File: src/rtl/branch_predictor_gshare.sv
// Gshare/bimodal branch predictor: 2-bit saturating PHT, speculative global history,
// and an in-flight queue that repairs history and trains the PHT as branches resolve.
module branch_predictor_gshare #(
    parameter int TABLE_BITS = 6,
    parameter int HIST_BITS  = 4,
    parameter int MODE       = 1,
    parameter int BACK_TAKEN = 1,
    parameter int INFL_DEPTH = 4
) (
    input  logic        clk,
    input  logic        reset_n,
    input  logic        decode_valid,
    input  logic [31:0] decode_pc,
    input  logic [31:0] decode_offset,
    output logic [31:0] target_addr,
    output logic        prediction,
    input  logic        resolve_valid,
    input  logic        resolve_taken,
    input  logic        flush,
    output logic        inflight_full,
    output logic        mispredict,
    output logic        resolve_err
);
    localparam int ENTRIES = 1 << TABLE_BITS;
    localparam int PTR_W   = (INFL_DEPTH > 1) ? $clog2(INFL_DEPTH) : 1;
    localparam int CNT_W   = PTR_W + 1;

    logic [1:0]            pht_q [ENTRIES];
    logic [HIST_BITS-1:0]  ghr_q, ghr_d;
    logic [PTR_W-1:0]      head_q, head_d, tail_q, tail_d;
    logic [CNT_W-1:0]      count_q, count_d;
    logic                  mispredict_q, mispredict_d;
    logic                  resolve_err_q, resolve_err_d;

    logic [TABLE_BITS-1:0] q_idx_q  [INFL_DEPTH];
    logic                  q_pred_q [INFL_DEPTH];
    logic [HIST_BITS-1:0]  q_ghr_q  [INFL_DEPTH];

    logic [TABLE_BITS-1:0] idx;
    logic                  empty;
    logic                  push_req, push, pop, mis_now;
    logic [HIST_BITS-1:0]  ghr_shifted, ghr_restored;
    logic [TABLE_BITS-1:0] head_idx;
    logic                  head_pred;
    logic [HIST_BITS-1:0]  head_ghr;
    logic [1:0]            head_cnt, pht_wdata;

    assign head_idx  = q_idx_q[head_q];
    assign head_pred = q_pred_q[head_q];
    assign head_ghr  = q_ghr_q[head_q];
    assign head_cnt  = pht_q[head_idx];

    // Single-bit history degenerates to "last outcome only", so the slice is avoided there.
    generate
        if (HIST_BITS == 1) begin : g_hist1
            assign ghr_shifted  = prediction;
            assign ghr_restored = resolve_taken;
        end else begin : g_histn
            assign ghr_shifted  = {ghr_q[HIST_BITS-2:0], prediction};
            assign ghr_restored = {head_ghr[HIST_BITS-2:0], resolve_taken};
        end
    endgenerate

    always_comb begin
        idx = decode_pc[TABLE_BITS+1:2];
        if (MODE == 1) begin
            idx = idx ^ TABLE_BITS'(ghr_q);
        end
    end

    assign target_addr   = decode_pc + decode_offset;
    assign inflight_full = (count_q == CNT_W'(INFL_DEPTH));
    assign empty         = (count_q == '0);
    assign prediction    = decode_valid & ~inflight_full &
                           (pht_q[idx][1] | ((BACK_TAKEN != 0) & decode_offset[31]));

    always_comb begin
        push_req      = decode_valid & ~inflight_full;
        pop           = resolve_valid & ~empty & ~flush;
        mis_now       = pop & (resolve_taken != head_pred);
        push          = push_req & ~flush & ~mis_now;
        resolve_err_d = resolve_valid & empty;
        mispredict_d  = mis_now;
        ghr_d         = ghr_q;
        head_d        = head_q;
        tail_d        = tail_q;
        count_d       = count_q;
        pht_wdata     = head_cnt;

        if (resolve_taken) begin
            pht_wdata = (head_cnt == 2'b11) ? 2'b11 : head_cnt + 2'b01;
        end else begin
            pht_wdata = (head_cnt == 2'b00) ? 2'b00 : head_cnt - 2'b01;
        end

        if (flush || mis_now) begin
            head_d  = '0;
            tail_d  = '0;
            count_d = '0;
            if (mis_now) begin
                ghr_d = ghr_restored;
            end
        end else begin
            if (push) begin
                tail_d = tail_q + PTR_W'(1);
                ghr_d  = ghr_shifted;
            end
            if (pop) begin
                head_d = head_q + PTR_W'(1);
            end
            count_d = count_q + CNT_W'(push) - CNT_W'(pop);
        end
    end

    // Each counter is its own flop pair so reset can clear the whole table at once.
    generate
        for (genvar gi = 0; gi < ENTRIES; gi++) begin : g_pht
            always_ff @(posedge clk or negedge reset_n) begin
                if (!reset_n) begin
                    pht_q[gi] <= 2'b01;
                end else if (pop && (head_idx == TABLE_BITS'(gi))) begin
                    pht_q[gi] <= pht_wdata;
                end
            end
        end
    endgenerate

    always_ff @(posedge clk or negedge reset_n) begin
        if (!reset_n) begin
            ghr_q         <= '0;
            head_q        <= '0;
            tail_q        <= '0;
            count_q       <= '0;
            mispredict_q  <= 1'b0;
            resolve_err_q <= 1'b0;
        end else begin
            ghr_q         <= ghr_d;
            head_q        <= head_d;
            tail_q        <= tail_d;
            count_q       <= count_d;
            mispredict_q  <= mispredict_d;
            resolve_err_q <= resolve_err_d;
        end
    end

    // Payload needs no reset: entries are only read while the occupancy says they are valid.
    always_ff @(posedge clk) begin
        if (push) begin
            q_idx_q[tail_q]  <= idx;
            q_pred_q[tail_q] <= prediction;
            q_ghr_q[tail_q]  <= ghr_q;
        end
    end

    assign mispredict  = mispredict_q;
    assign resolve_err = resolve_err_q;
endmodule

File: config.mk
export PLATFORM = sky130hd
export DESIGN_NAME = branch_predictor_gshare
export DESIGN_NICKNAME = d
export VERILOG_FILES = /design/src/rtl/branch_predictor_gshare.sv
export SDC_FILE = /design/constraint.sdc
export NUM_CORES = 1
export LEC_CHECK = 0
export BUFFER_PORTS_ARGS = -buffer_cell sky130_fd_sc_hd__clkbuf_2
export CORE_ASPECT_RATIO = 1.4
export CORE_MARGIN = 5
export CORE_UTILIZATION = 25
export DETAILED_ROUTE_END_ITERATION = 16
export PLACE_DENSITY = 0.51
export RECOVER_POWER = 100
export SETUP_SLACK_MARGIN = 0.4
export SLEW_MARGIN = 20
export SYNTH_ARGS = -nofsm -noshare
export SYNTH_HDL_FRONTEND = slang
export SYNTH_SLANG_ARGS = --single-unit
export TNS_END_PERCENT = 1
File: constraint.sdc
create_clock -name clk -period 7 [get_ports clk]
set_clock_uncertainty 0.05 [all_clocks]
set_input_delay 0.7 -clock clk [delete_from_list [all_inputs] [get_ports clk]]
set_output_delay 0.7 -clock clk [all_outputs]
set_load 0.02 [all_outputs]
==> metrics list <==
- Num ports: 106
- Mapped cell area: 10,600 µm²
- Cell at the root of the clock tree: sky130_fd_sc_hd__clkbuf_16
- Cell count after placement: 1,605
- Synthesis produced a netlist with a net count of 1,100.
* Via count: 7,821
- LEAKAGE: 4.85 nW
- Post-cts sizing count: 0
- Routed wire length: 29,300 µm
* Setup repair after global routing missed its margin: false
- Entering global routing, the biggest net connects 90 pins.
- Power share of the clock group: 0.257
- Global-route wire length before repair: 45,800 µm
- Total CTS buffers: 17
* Area of the core: 42,100 µm²
- The run finished, with violations left.
- The filler cells instantiated in the layout total 4,388.
* Maximum vdd ir drop: 150 µV
* Slowest CP cell: sky130_fd_sc_hd__xor2_1
* Accumulated negative setup slack: 0 ps
- By area, the combinational part of the netlist is dominated by multiplexers.
- The most used flip-flop cell after synthesis is sky130_fd_sc_hd__dfrtp_1.
- The internal power of the cells totals 2.28 mW.
- Relative contribution of sequential cells to total power: 0.391
- The number of global-route vias before repair was 8,199.
* Routed len/inst: 17.9 µm
- From synthesis to final layout, the design area changed by 14.3%.
- Worst Path Class, Setup: flip-flop to primary output
- For this block, wires on met1 add up to 11,800 µm.
* Final HPWL DP: 21,200 µm
* Reg clk slew, reported paths: 80 ps
- Of the total synthesized cell area, the portion taken by AND, OR, NAND and NOR gates is 0.130.
- The die is 184 µm wide.
- Number of DRC markers after the initial detailed-route iteration: 398
* Row count: 89
* Clock Latency Late Sink: 450 ps
- Worst hold path type: input pin to flip-flop
- Worst setup SP type: flip-flop
- For this run, the detailed router's first-pass iteration total came to 5.
- Final Non-Filler Cells: 1,637
- YS warnings: 0
- Count of cell types in the netlist: 65
- Post-layout net count: 1,187
- Antenna fix cells: 0
* Violated checks: capacitance limit, slew limit
- The share of total power dissipated in combinational logic is 0.353.
- Power spread over the standard cell area amounts to 306 nW/µm².
- Subtracting the final worst setup slack from the clock period gives 5690 ps.
* Parity-gate share of the synthesized area counting xor and xnor cells: 0.0321
- PortBufs: 105
* Launch instance of the worst register-to-register path: head_q[1]$_DFFE_PN0P_
- After detailed routing, the met3 layer carries 948 µm of wire.
- Max-slew headroom: -2.30
- In this run the remaining antenna-violating nets after routing total 0.
- Clock sink count: 181
- After technology mapping, the gate count stands at 991.
- Worst-path fanout max: 20
- Adder-cell area share of the yosys netlist: 0.0497
- Measured on the finished design, the core utilization comes to 0.289.
- Mux contribution to synthesized area: 0.177
* Mean number of vias per cell: 4.78
* Post-CTS Hold Buffers: 0
- Post-synthesis compound-gate area fraction: 0.123
- Hold path startpoint: flush
* Maximum frequency from static timing analysis: 0.176 GHz
* Fraction of synthesis flops using an asynchronous set or reset pin: 0.779
* Total die area: 46,800 µm²
- DR WL met2: 15,700 µm
- The analysis attributes to net switching a power of 1.44 mW.
- Max-capacitance violation count: 5
- Data on the critical path is required at its endpoint by 6250 ps.
* Final Wtd Congestion: 0.810
* Mean post-synth cell area: 10.7 µm²
- Across every metal layer, demand over resource in global routing totals 0.125.
* Buffers plus inverters on the worst setup path: 1
* Setup crit end kind: primary output
- Remaining routing DRC violations: 0
* Part of the Yosys area used for sequential elements: 0.452
- Fraction of the cycle the final worst path needs: 0.813
- Max H-tree Level: 4
- After global routing the overflow that remains totals 0.
- At the worst endpoint, the arrival time is 4940 ps.
* Starting Density: 0.253
- The critical path goes through xor2_1, mux4_2, mux4_2, mux4_2, nor2_1, nor2_1, clkbuf_1.
- Switching power share of the total: 0.388
- DIE HEIGHT: 254 µm
- EDFF count, synth: 40
- At the pin with the least slew margin, the transition time is 4940 ps.
* Share of layout cells above drive strength 1: 0.254
* Number of hold-slack violations in the final timing report: 0
- TritonCTS clock tree: built
- Post-synthesis register bit count: 181
* Maximum buffer depth of the clock tree: 2
- Crit. Startpoint: ghr_q[1]$_DFFE_PN0P_
- Post-CTS setup buffer count: 0
* Number of antenna violations at the first check in global routing: 0
- Delay of the slowest critical-path stage: 1910 ps
- The final-report max-slew violation count was 244.
* Highest routing layer actually used: met4
- Most common cell on crit path: sky130_fd_sc_hd__mux4_2
* Cell class contributing the biggest share of worst-path delay: XOR/XNOR gates
- Setup violations remaining at the end of the flow were counted as 0.
==> state kept, by name (all words and copies together) (netlist names) <==
signal,flops
ghr_q,4
resolve_err,1
mispredict,1
q_idx_q,24
pht_q,128
count_q,3
q_ghr_q,12
head_q,2
tail_q,2
q_pred_q,4
==> synth_stat cells (all sizes together), types with 2 or more instances <==
library cell	n	area, µm²
o21bai	8	60.1
and3	4	25.0
nand4	6	37.5
mux4	30	679
nand3	7	35.0
nand3b	2	15.0
xnor2	23	201
o22ai	4	25.0
a21oi	36	180
a311oi	10	87.6
nor3	11	55.1
mux2i	41	410
maj3	2	25.0
a21bo	2	20.0
o211ai	3	22.5
inv	23	86.3
clkbuf	19	71.3
a21o	14	105
nor3b	2	15.0
nand2b	6	37.5
fa	2	40.0
a31oi	6	37.5
a41oi	2	17.5
a22oi	4	30.0
a211o	3	26.3
nor2b	8	50.1
a211oi	22	170
o21a	3	22.5
and2	22	138
o21ai	76	380
xor2	16	140
buf	29	226
or2	4	25.0
dfstp	64	1680
mux2	69	792
o41ai	2	25.0
nor4	4	25.0
edfxtp	40	1200
nand2	176	661
nor2	56	210
ha	37	463
dfrtp	77	1930
a311o	5	50.1
==> final timing paths <==
check	to	slack [ps]	cells past startpoint
max	prediction	1310	7
min	head_q[0]$_DFFE_PN0P_	400	2
max reg2reg	pht_q[44]$_DFFE_PN1P_	1400	9
min reg2reg	resolve_err$_DFF_PN0_	450	1
max in group asynchronous	pht_q[21]$_DFFE_PN0P_	2120	1
min in group asynchronous	pht_q[75]$_DFFE_PN0P_	2000	1
==> placed cells by master, fill, tap and decap left out, types with 29 or more instances in the layout <==
| cell type | n |
|---|---|
| sky130_fd_sc_hd__dfrtp_1 | 77 |
| sky130_fd_sc_hd__o21ai_0 | 74 |
| sky130_fd_sc_hd__clkbuf_1 | 41 |
| sky130_fd_sc_hd__nor2_1 | 55 |
| sky130_fd_sc_hd__clkbuf_2 | 66 |
| sky130_fd_sc_hd__mux2_2 | 64 |
| sky130_fd_sc_hd__ha_1 | 37 |
| sky130_fd_sc_hd__mux4_2 | 29 |
| sky130_fd_sc_hd__a21oi_1 | 36 |
| sky130_fd_sc_hd__edfxtp_1 | 40 |
| sky130_fd_sc_hd__dfstp_2 | 64 |
| sky130_fd_sc_hd__mux2i_1 | 41 |
| sky130_fd_sc_hd__nand2_1 | 176 |
==> per-stage QoR <==
step	total power, mW	hold WS [ps]	setup slack, ps	area [µm²]
3_5_place_dp	2.83	436	1920	11700
5_1_grt	3.94	412	1020	12100
4_1_cts	3.80	311	1890	12200
6_report	3.72	400	1310	12100
2_1_floorplan	2.42	354	2730	10600
3_3_place_gp	2.81	421	1980	11700
==> per-layer routing <==
metal  track usage  vias to the layer above
li1              -                     3752
met1         0.143                     3856
met2         0.231                      162
met3        0.0216                       51
met4        0.0448                        0
met5             0                        -
==> power by group through the flow <==
| stage | clock network (mW) | logic (mW) | registers, mW |
|---|---|---|---|
| CTS | 0.985 | 1.36 | 1.46 |
| global placement | 0 | 1.34 | 1.47 |
| detailed placement | 0 | 1.36 | 1.48 |
| finish | 0.955 | 1.31 | 1.45 |
| global route | 1.02 | 1.44 | 1.48 |
| floorplan | 0 | 0.988 | 1.43 |
==> cell families (layout without fill, tap and decap cells) <==
kind of cell | count (synthesis) | count (layout)
simple gates | 314 | 314
xor+xnor | 39 | 39
flops | 181 | 181
fa+ha+maj | 41 | 41
mux | 140 | 140
compound gates | 205 | 205
buf+inv | 71 | 171
==> worst reg2reg max path, delay by kind of cell, from the launching register on <==
| family | cells | cell delay, ps |
|---|---|---|
| DFF | 1 | 810 |
| adders and majority gates | 1 | 1890 |
| muxes | 2 | 1170 |
| and+or+nand+nor | 2 | 760 |
| AOI/OAI and AO/OA | 4 | 850 |
==> area by class of cell <==
class / count / area [µm²] / share of cell area
Clock buffer: 17 / 425 / 0.0350
Clock inverter: 15 / 158 / 0.0130
Inverter: 23 / 86.3 / 0.00711
Multi-Input combinational cell: 739 / 5440 / 0.447
Sequential cell: 181 / 4810 / 0.396
Tap cell: 546 / 683 / 0.0562
Timing Repair Buffer: 116 / 552 / 0.0454
No activity file was read; power rests on OpenSTA's default activity.
